<file path="config.mk">
export PLATFORM = sky130hd
export DESIGN_NAME = mtm_alu_serial_rx
export DESIGN_NICKNAME = d
export VERILOG_FILES = /design/src/rtl/mtm_alu_serial_rx.sv
export SDC_FILE = /design/constraint.sdc
export NUM_CORES = 1
export LEC_CHECK = 0
export ABC_CLOCK_PERIOD_IN_PS = 3000
export BUFFER_PORTS_ARGS = -buffer_cell sky130_fd_sc_hd__buf_4
export CAP_MARGIN = 20
export CORE_MARGIN = 8
export CORE_UTILIZATION = 50
export CTS_CLUSTER_DIAMETER = 100
export DETAILED_ROUTE_END_ITERATION = 12
export HOLD_SLACK_MARGIN = 0.08
export PLACE_DENSITY = 0.66
export SYNTH_ARGS = -nofsm -noshare
export SYNTH_HDL_FRONTEND = slang
export SYNTH_SLANG_ARGS = --single-unit
</file>
<file path="constraint.sdc">
create_clock -name clk -period 3 [get_ports clk]
set_clock_uncertainty 0.2 [all_clocks]
set_input_delay 0.45 -clock clk [delete_from_list [all_inputs] [get_ports clk]]
set_output_delay 0.45 -clock clk [all_outputs]
set_load 0.03 [all_outputs]
</file>
<file path="src/rtl/mtm_alu_serial_rx.sv">
// rtl/mtm_alu_serial_rx.sv - serial frame receiver assembling B/A/OP packets with CRC4 check
// Optional idle-gap packet timeout enabled by defining MTM_ALU_RX_TIMEOUT_EN.
module mtm_alu_serial_rx #(
  parameter int OPW         = 4,
  parameter int TIMEOUT_CYC = 1000
) (
  input  logic               clk,
  input  logic               rst,
  input  logic               sin,
  output logic [8*OPW-1:0]   a,
  output logic [8*OPW-1:0]   b,
  output logic [2:0]         op,
  output logic               out_valid,
  input  logic               out_ready,
  output logic               err_valid,
  output logic [3:0]         err_flags
);

  localparam int NB = 2 * OPW;
  localparam int DW = 16 * OPW;
  localparam int CW = $clog2(NB + 2);

  typedef enum logic [1:0] {S_IDLE, S_TYPE, S_PAYLOAD, S_STOP} state_t;

  state_t          state, state_nxt;
  logic [2:0]      bit_cnt;
  logic            is_ctl;
  logic [7:0]      shreg;
  logic [3:0]      crc;
  logic [CW-1:0]   byte_cnt;
  logic [DW-1:0]   data_sr;

  logic            crc_bit, crc_en, fb;
  logic [3:0]      crc_nxt;
  logic            stop_bad, ctl_done, data_done;
  logic            chk_data, chk_crc, chk_op;
  logic            good, ovr, load, timeout;
  logic [3:0]      flags_nxt;

  always_ff @(posedge clk) begin
    if (rst) state <= S_IDLE;
    else     state <= state_nxt;
  end

  always_comb begin
    state_nxt = state;
    case (state)
      S_IDLE:    if (!sin) state_nxt = S_TYPE;
      S_TYPE:    state_nxt = S_PAYLOAD;
      S_PAYLOAD: if (bit_cnt == 3'd7) state_nxt = S_STOP;
      S_STOP:    state_nxt = S_IDLE;
      default:   state_nxt = S_IDLE;
    endcase
  end

  // CTL payload feeds a constant 1 in place of its MSB, then OP; its CRC nibble is not hashed.
  always_comb begin
    crc_bit = (is_ctl && bit_cnt == 3'd0) ? 1'b1 : sin;
    crc_en  = (state == S_PAYLOAD) && (!is_ctl || bit_cnt < 3'd4);
    fb      = crc[3] ^ crc_bit;
    crc_nxt = {crc[2:0], 1'b0} ^ {2'b00, fb, fb};
  end

  always_comb begin
    stop_bad  = (state == S_STOP) && !sin;
    ctl_done  = (state == S_STOP) && sin && is_ctl;
    data_done = (state == S_STOP) && sin && !is_ctl;
    chk_data  = byte_cnt != CW'(NB);
    chk_crc   = crc != shreg[3:0];
    chk_op    = shreg[5];
    good      = ctl_done && !chk_data && !chk_crc && !chk_op;
    ovr       = good && out_valid && !out_ready;
    load      = good && !ovr;
    flags_nxt = 4'b0000;
    if (stop_bad || timeout) flags_nxt = 4'b1000;
    else if (ctl_done) begin
      if (chk_data)     flags_nxt = 4'b1000;
      else if (chk_crc) flags_nxt = 4'b0100;
      else if (chk_op)  flags_nxt = 4'b0010;
      else if (ovr)     flags_nxt = 4'b0001;
    end
  end

`ifdef MTM_ALU_RX_TIMEOUT_EN
  localparam int TW = $clog2(TIMEOUT_CYC + 1);
  logic [TW-1:0] idle_cnt;
  logic          partial;

  assign partial = (byte_cnt != '0) && (byte_cnt <= CW'(NB));
  assign timeout = (state == S_IDLE) && partial && (idle_cnt == TW'(TIMEOUT_CYC - 1));

  always_ff @(posedge clk) begin
    if (rst || state != S_IDLE || !partial || timeout) idle_cnt <= '0;
    else                                               idle_cnt <= idle_cnt + 1'b1;
  end
`else
  logic unused_timeout_cfg;
  assign timeout            = 1'b0;
  assign unused_timeout_cfg = (TIMEOUT_CYC != 0);
`endif

  always_ff @(posedge clk) begin
    if (rst) begin
      bit_cnt   <= '0;
      is_ctl    <= 1'b0;
      shreg     <= '0;
      crc       <= '0;
      byte_cnt  <= '0;
      data_sr   <= '0;
      a         <= '0;
      b         <= '0;
      op        <= '0;
      out_valid <= 1'b0;
      err_valid <= 1'b0;
      err_flags <= '0;
    end else begin
      err_valid <= |flags_nxt;
      err_flags <= flags_nxt;
      if (state == S_TYPE) begin
        is_ctl  <= sin;
        bit_cnt <= '0;
      end
      if (state == S_PAYLOAD) begin
        shreg   <= {shreg[6:0], sin};
        bit_cnt <= bit_cnt + 3'd1;
      end
      if (crc_en) crc <= crc_nxt;
      if (stop_bad || ctl_done || timeout) begin
        crc      <= '0;
        byte_cnt <= '0;
      end else if (data_done) begin
        if (byte_cnt != CW'(NB + 1)) byte_cnt <= byte_cnt + 1'b1;
        data_sr <= {data_sr[DW-9:0], shreg};
      end
      // A load in the handshake cycle keeps out_valid high with the new result.
      if (load) begin
        b         <= data_sr[DW-1 -: 8*OPW];
        a         <= data_sr[8*OPW-1:0];
        op        <= shreg[6:4];
        out_valid <= 1'b1;
      end else if (out_valid && out_ready) begin
        out_valid <= 1'b0;
      end
    end
  end

endmodule

</file>
# [Yosys cells after proc, flatten, opt, wreduce, memory -nomap -nowiden]
# Index checks and enable logic that the tools add are counted.
[op_classes] add_sub_neg=2 multipliers=0 div_mod_pow=0 magnitude_cmp=1 eq_ne=9 n_shift=0 n_mux=14 bitwise_logic=3 reduce_logical=31
[ops] op="1-bit logical AND" n=13
[ops] op="4-bit 2-to-1 mux" n=3
[ops] op="3-bit 2-to-1 mux" n=3
[ops] op="4-bit inequality test, second input constant" n=2
[ops] op="2-bit one-hot mux with 4 select lines" n=1
[ops] op="1-bit logical NOT" n=7
[ops] op="2-bit 2-to-1 mux" n=3
[ops] op="2-bit AND reduction" n=3
[ops] op="4-bit by 1-bit adder with 4-bit output, second input constant" n=1
[ops] op="2-bit == test, second input constant" n=2
[ops] op="1-bit 2-to-1 mux" n=4
[ops] op="2-bit inequality test, second input constant" n=2
[ops] op="4-bit inequality test" n=1
[ops] op="2-bit nonzero test" n=2
[ops] op="4-bit OR reduction" n=1
[ops] op="4-bit by 2-bit XOR with 4-bit output" n=1
[ops] op="3-bit by 1-bit adder with 3-bit output, second input constant" n=1
[ops] op="3-bit == test, second input constant" n=1
[ops] op="3-bit logical NOT" n=1
[ops] op="3-bit less-than comparator, second input constant" n=1
[ops] op="2-bit by 1-bit == test with 1-bit output, second input constant" n=1
[ops] op="2-bit logical NOT" n=1
[ops] op="1-bit logical OR" n=2
[ops] op="2-bit OR reduction" n=1
[ops] op="2 further kinds" n=2
[totals] regBits=159 latchBits=0 mem_bits_rw=0 rom_bits=0 output_inout_bits=73 word_cells=73 memories=0

# [Logic depth before layout (Yosys ltp)]
[depth] depth_word=15 mapped_depth=8 depth_no_buf=6

# [Least setup slack after synthesis]
# Ideal clock, no wire load.
[synth_path] path_kind="register -> register" from="reg byte_cnt[0]" to="reg a[10]" setup_time_ns=0.132 arrival_ns=1.618 required_time_ns=2.668 setup_slack_ns=1.049 stages_incl_launch_ff=9 path_buffers=2 period_less_slack_ns=1.951 cell_sequence="dfxtp_1 -> inv_1 -> ha_1 -> nand3b_4 -> or4_4 -> buf_6 -> buf_6 -> o21ai_1 -> a21oi_1"
[synth_via] elab_chain_cells=9
[synth_rtl] element="from (decl)" line="30" rtl="logic [CW-1:0] byte_cnt;"
[synth_rtl] element="from (signal assigned)" line="132" rtl="if (byte_cnt != CW'(NB + 1)) byte_cnt <= byte_cnt + 1'b1;"
[synth_rtl] element="4-bit inequality test *" line="68" rtl="chk_data = byte_cnt != CW'(NB);"
[synth_rtl] element="1-bit logical NOT *" line="71" rtl="good = ctl_done && !chk_data && !chk_crc && !chk_op;"
[synth_rtl] element="1-bit logical AND * (3 in series)" line="71"
[synth_rtl] element="1-bit logical AND (2 in series)" line="72" rtl="ovr = good && out_valid && !out_ready;"
[synth_rtl] element="1-bit logical NOT" line="73" rtl="load = good && !ovr;"
[synth_rtl] element="1-bit logical AND *" line="73"
[synth_rtl] element="to (signal assigned)" line="138" rtl="a <= data_sr[8*OPW-1:0];"
[synth_rtl] element="to (decl)" line="10" rtl="output logic [8*OPW-1:0] a,"
# Mark *: on every way between the ends. The rest lies on a longest branch, timed or not.
# A chain may end at the register's enable or synchronous reset.

# [Worst setup path in the final report]
[layout_path] from="reg state[1]" to="reg op[0]"
[layout_via] elab_chain_cells=10
[layout_rtl] element="from (decl)" line="25" rtl="state_t state, state_nxt;"
[layout_rtl] element="from (signal assigned)" line="42" rtl="else state <= state_nxt;"
[layout_rtl] element="2-bit == test *" line="66" rtl="ctl_done = (state == S_STOP) && sin && is_ctl;"
[layout_rtl] element="1-bit logical AND * (2 in series)" line="66"
[layout_rtl] element="1-bit logical AND * (3 in series)" line="71"
[layout_rtl] element="1-bit logical AND (2 in series)" line="72"
[layout_rtl] element="1-bit logical NOT" line="73"
[layout_rtl] element="1-bit logical AND *" line="73"
[layout_rtl] element="to (signal assigned)" line="139" rtl="op <= shreg[6:4];"
[layout_rtl] element="to (decl)" line="12" rtl="output logic [2:0] op,"
# Marks and branches as above.

==> impl_results.md <==
- Status: finished clean
- Power Internal: 3.46 mW
- Residual DRC count: 0
- Antenna violations before repair: 0
- Worst rel slew slack: 53.0%
- Worst reg2reg setup slack: 0.64 ns
- FFs w/ async S/R, synth: 0%
- Arrival time worst endpoint: 2.44 ns
- Leakage: 2.51 nW
- RD Place Congestion: 0.744
- Design Area, Final: 7140 um^2
- Drt wl/cell: 15.4 um
- Final Cycle Share: 78.6%
- Fmax: 0.424 GHz
- Layout Area Growth over Synthesis: 17.4%
- Port bufs: 76
- CTS clk-pin slew, worst paths: 0.06 ns
- Post-CTS setup buffers: 0
- CP endpoint kind: flop
- Placed inst area: 6630 um^2
- Critical Path RT: 3.08 ns
- Flop pwr share: 44.4%
- Chip Width: 126 um
- Core ar.: 12000 um^2
- Post-synth EDFFs: 0
- Critical path type: flop to flop
- R2R cell count: 5
- Seq cells post-synth: 159
- Clock buffer depth: 2
- ANT cells: 0
- Worst-margin pin slew: 0.705 ns
- YS warnings: 0
- Drt first pass iters: 5
- Synth unique cells: 40
- Seq/Total Area, Yosys: 52.4%
- Maxcap violations: 0
- Synthesized area: 6080 um^2
- Switching Share: 29.3%
- Top FF cell, synth: dfxtp_1
- RSZ-0062 raised after global routing: no
- Die Span Y: 126 um
- Vias in the first global route: 4808
- Largest net degree at the start of global routing: 74
- Psw: 1.44 mW
- Peak supply drop: 0.000388 V
- Num ports: 77
- R2r endpoint: op[0]
- Post-CTS sizing: 0
- Finish-stage setup viols: 0
- Final WL: 14200 um
- Vias: 5087
- Post-synthesis average cell area: 8.40 um^2
- Congestion Overflow GR: 0
- First-pass GRT wire length: 23400 um
- Clk Tree Root Cell: clkbuf_16
- Logic pwr share: 16.8%
- Total die area: 15900 um^2
- Final setup TNS: 0 ns
- Min cycle time layout: 2.36 ns
- Starting DRC count in detailed routing: 520
- Post-layout nets: 780
- Syn nets: 739
- Clock power frac: 38.7%
- Post-Synthesis Cells: 724
- Share of cells above drive strength 1: 14.9%
- Worst min path class: primary input to flop
- CTS HTree Levels: 4
- Crit Path Max Fanout: 66
- Critical Path End: op[0]
- # clock sinks: 159
- Via density: 5.52
- Inserted Clock Buffers: 17
- Pwr dens: 686 nW/um^2
- Clock latency at the later pin of the worst-skew pair: 0.42 ns
- Worst setup SP type: flop
- Fin. max-slew vios: 0
- RR Startpoint: state[1]
- Initial Util: 50.8%
- Antenna Nets Post-Route: 0
- Standard-cell row count: 40
- Final Hold Viols: 0
- CTS tree: yes
- Post-detail-place hpwl: 8780 um
- GRT Util Overall: 18.1%
- CP startpoint: state[1]
- Post-cts hold buffer count: 0
synth_stat cells (10+ instances only):
master / number / area (um^2)
nand3_1: 71 / 355
nor2_1: 16 / 60.1
nand2_1: 132 / 495
ha_1: 11 / 138
mux2i_1: 12 / 120
a21oi_1: 140 / 701
dfxtp_1: 159 / 3180
buf_2: 11 / 55.1
o21ai_0: 29 / 145
inv_1: 10 / 37.5
clkbuf_1: 34 / 128
o21ai_1: 39 / 195
power by group through the flow:
stage / registers (mW) / logic, mW / clock network [mW]
detailed placement: 2.22 / 0.823 / 0
global route: 2.18 / 0.900 / 2.01
CTS: 2.18 / 0.826 / 1.93
global placement: 2.22 / 0.799 / 0
floorplan: 2.21 / 0.639 / 0
finish: 2.18 / 0.824 / 1.89
worst max-delay path, stage by stage, from the launching register on:
cell and delay (ns):
dfxtp_1 0.38, ha_1 0.26, nand3_1 0.17, or4_4 0.76
o21ai_0 0.30, a21oi_1 0.10
cell usage in the layout (no fill, tap or decap), drive strengths merged:
master / synthesis / layout
inv: 10 / 10
nor2b: 1 / 1
o21ai: 69 / 69
o211ai: 1 / 1
nand2b: 7 / 7
clkinv: 0 / 1
nor3b: 1 / 1
nand3b: 3 / 3
a21o: 1 / 1
a211oi: 2 / 2
xor2: 2 / 2
mux2i: 12 / 12
nor3: 2 / 2
and3b: 2 / 2
a21oi: 140 / 140
and4: 1 / 1
dfxtp: 159 / 159
ha: 11 / 11
nand4: 2 / 2
nand2: 132 / 132
a211o: 1 / 1
nand4b: 1 / 1
clkbuf: 37 / 27
xnor2: 5 / 5
buf: 26 / 85
or3: 3 / 3
nor2: 16 / 16
or2: 2 / 2
nor4: 2 / 2
nand3: 71 / 71
a221oi: 1 / 1
or4: 1 / 1
per-layer routing:
metal | up-vias | GRT usage, % | wire length [um]
met5 | - | 0 | 0
met4 | 0 | 8.00 | 246
met3 | 17 | 4.94 | 675
met2 | 128 | 28.5 | 6790
met1 | 2385 | 22.7 | 6490
li1 | 2557 | - | -
layout make-up:
cell class / instances / area, um^2
multi-input cells: 492 / 2550
repair buffers: 85 / 676
well taps: 147 / 184
fillers: 1106 / 4820
flip-flops and latches: 159 / 3180
inverters: 10 / 37.5
clock inverters: 1 / 5.00
clock buffers: 27 / 503
worst min path at each step:
stage | startpoint | to | cells past startpoint
after detailed placement | shreg[7] | data_sr[7] | 2
after CTS | sin | is_ctl | 3
after floorplan | shreg[7] | data_sr[7] | 2
final | sin | is_ctl | 3
after global routing | sin | is_ctl | 3
after global placement | shreg[7] | data_sr[7] | 2
per-stage QoR:
stage / cells / power [mW] / util (%) / hold slack (ns) / setup WS (ns)
floorplan: 724 / 2.85 / - / 0.231 / 1.05
global placement: 893 / 3.02 / 55.4 / 0.243 / 0.781
detailed placement: 893 / 3.04 / 55.4 / 0.247 / 0.684
CTS: 921 / 4.93 / 59.7 / 0.133 / 0.665
global route: 921 / 5.09 / 59.7 / 0.152 / 0.462
finish: 921 / 4.89 / 59.7 / 0.146 / 0.641
registers in the layout, summed over array words and instances (netlist names):
name	count
err_valid	1
byte_cnt	4
out_valid	1
is_ctl	1
err_flags	4
b	32
state	2
data_sr	64
a	32
bit_cnt	3
crc	4
op	3
shreg	8
cells by family after synthesis:
logic type | after synthesis | synth area share [%]
simple gates | 247 | 18.6
compound gates | 215 | 18.1
flops | 159 | 52.4
buf+inv | 73 | 5.72
mux | 12 | 1.98
fa+ha+maj | 11 | 2.26
xor+xnor | 7 | 1.01
Power figures use the tool's default switching activity.
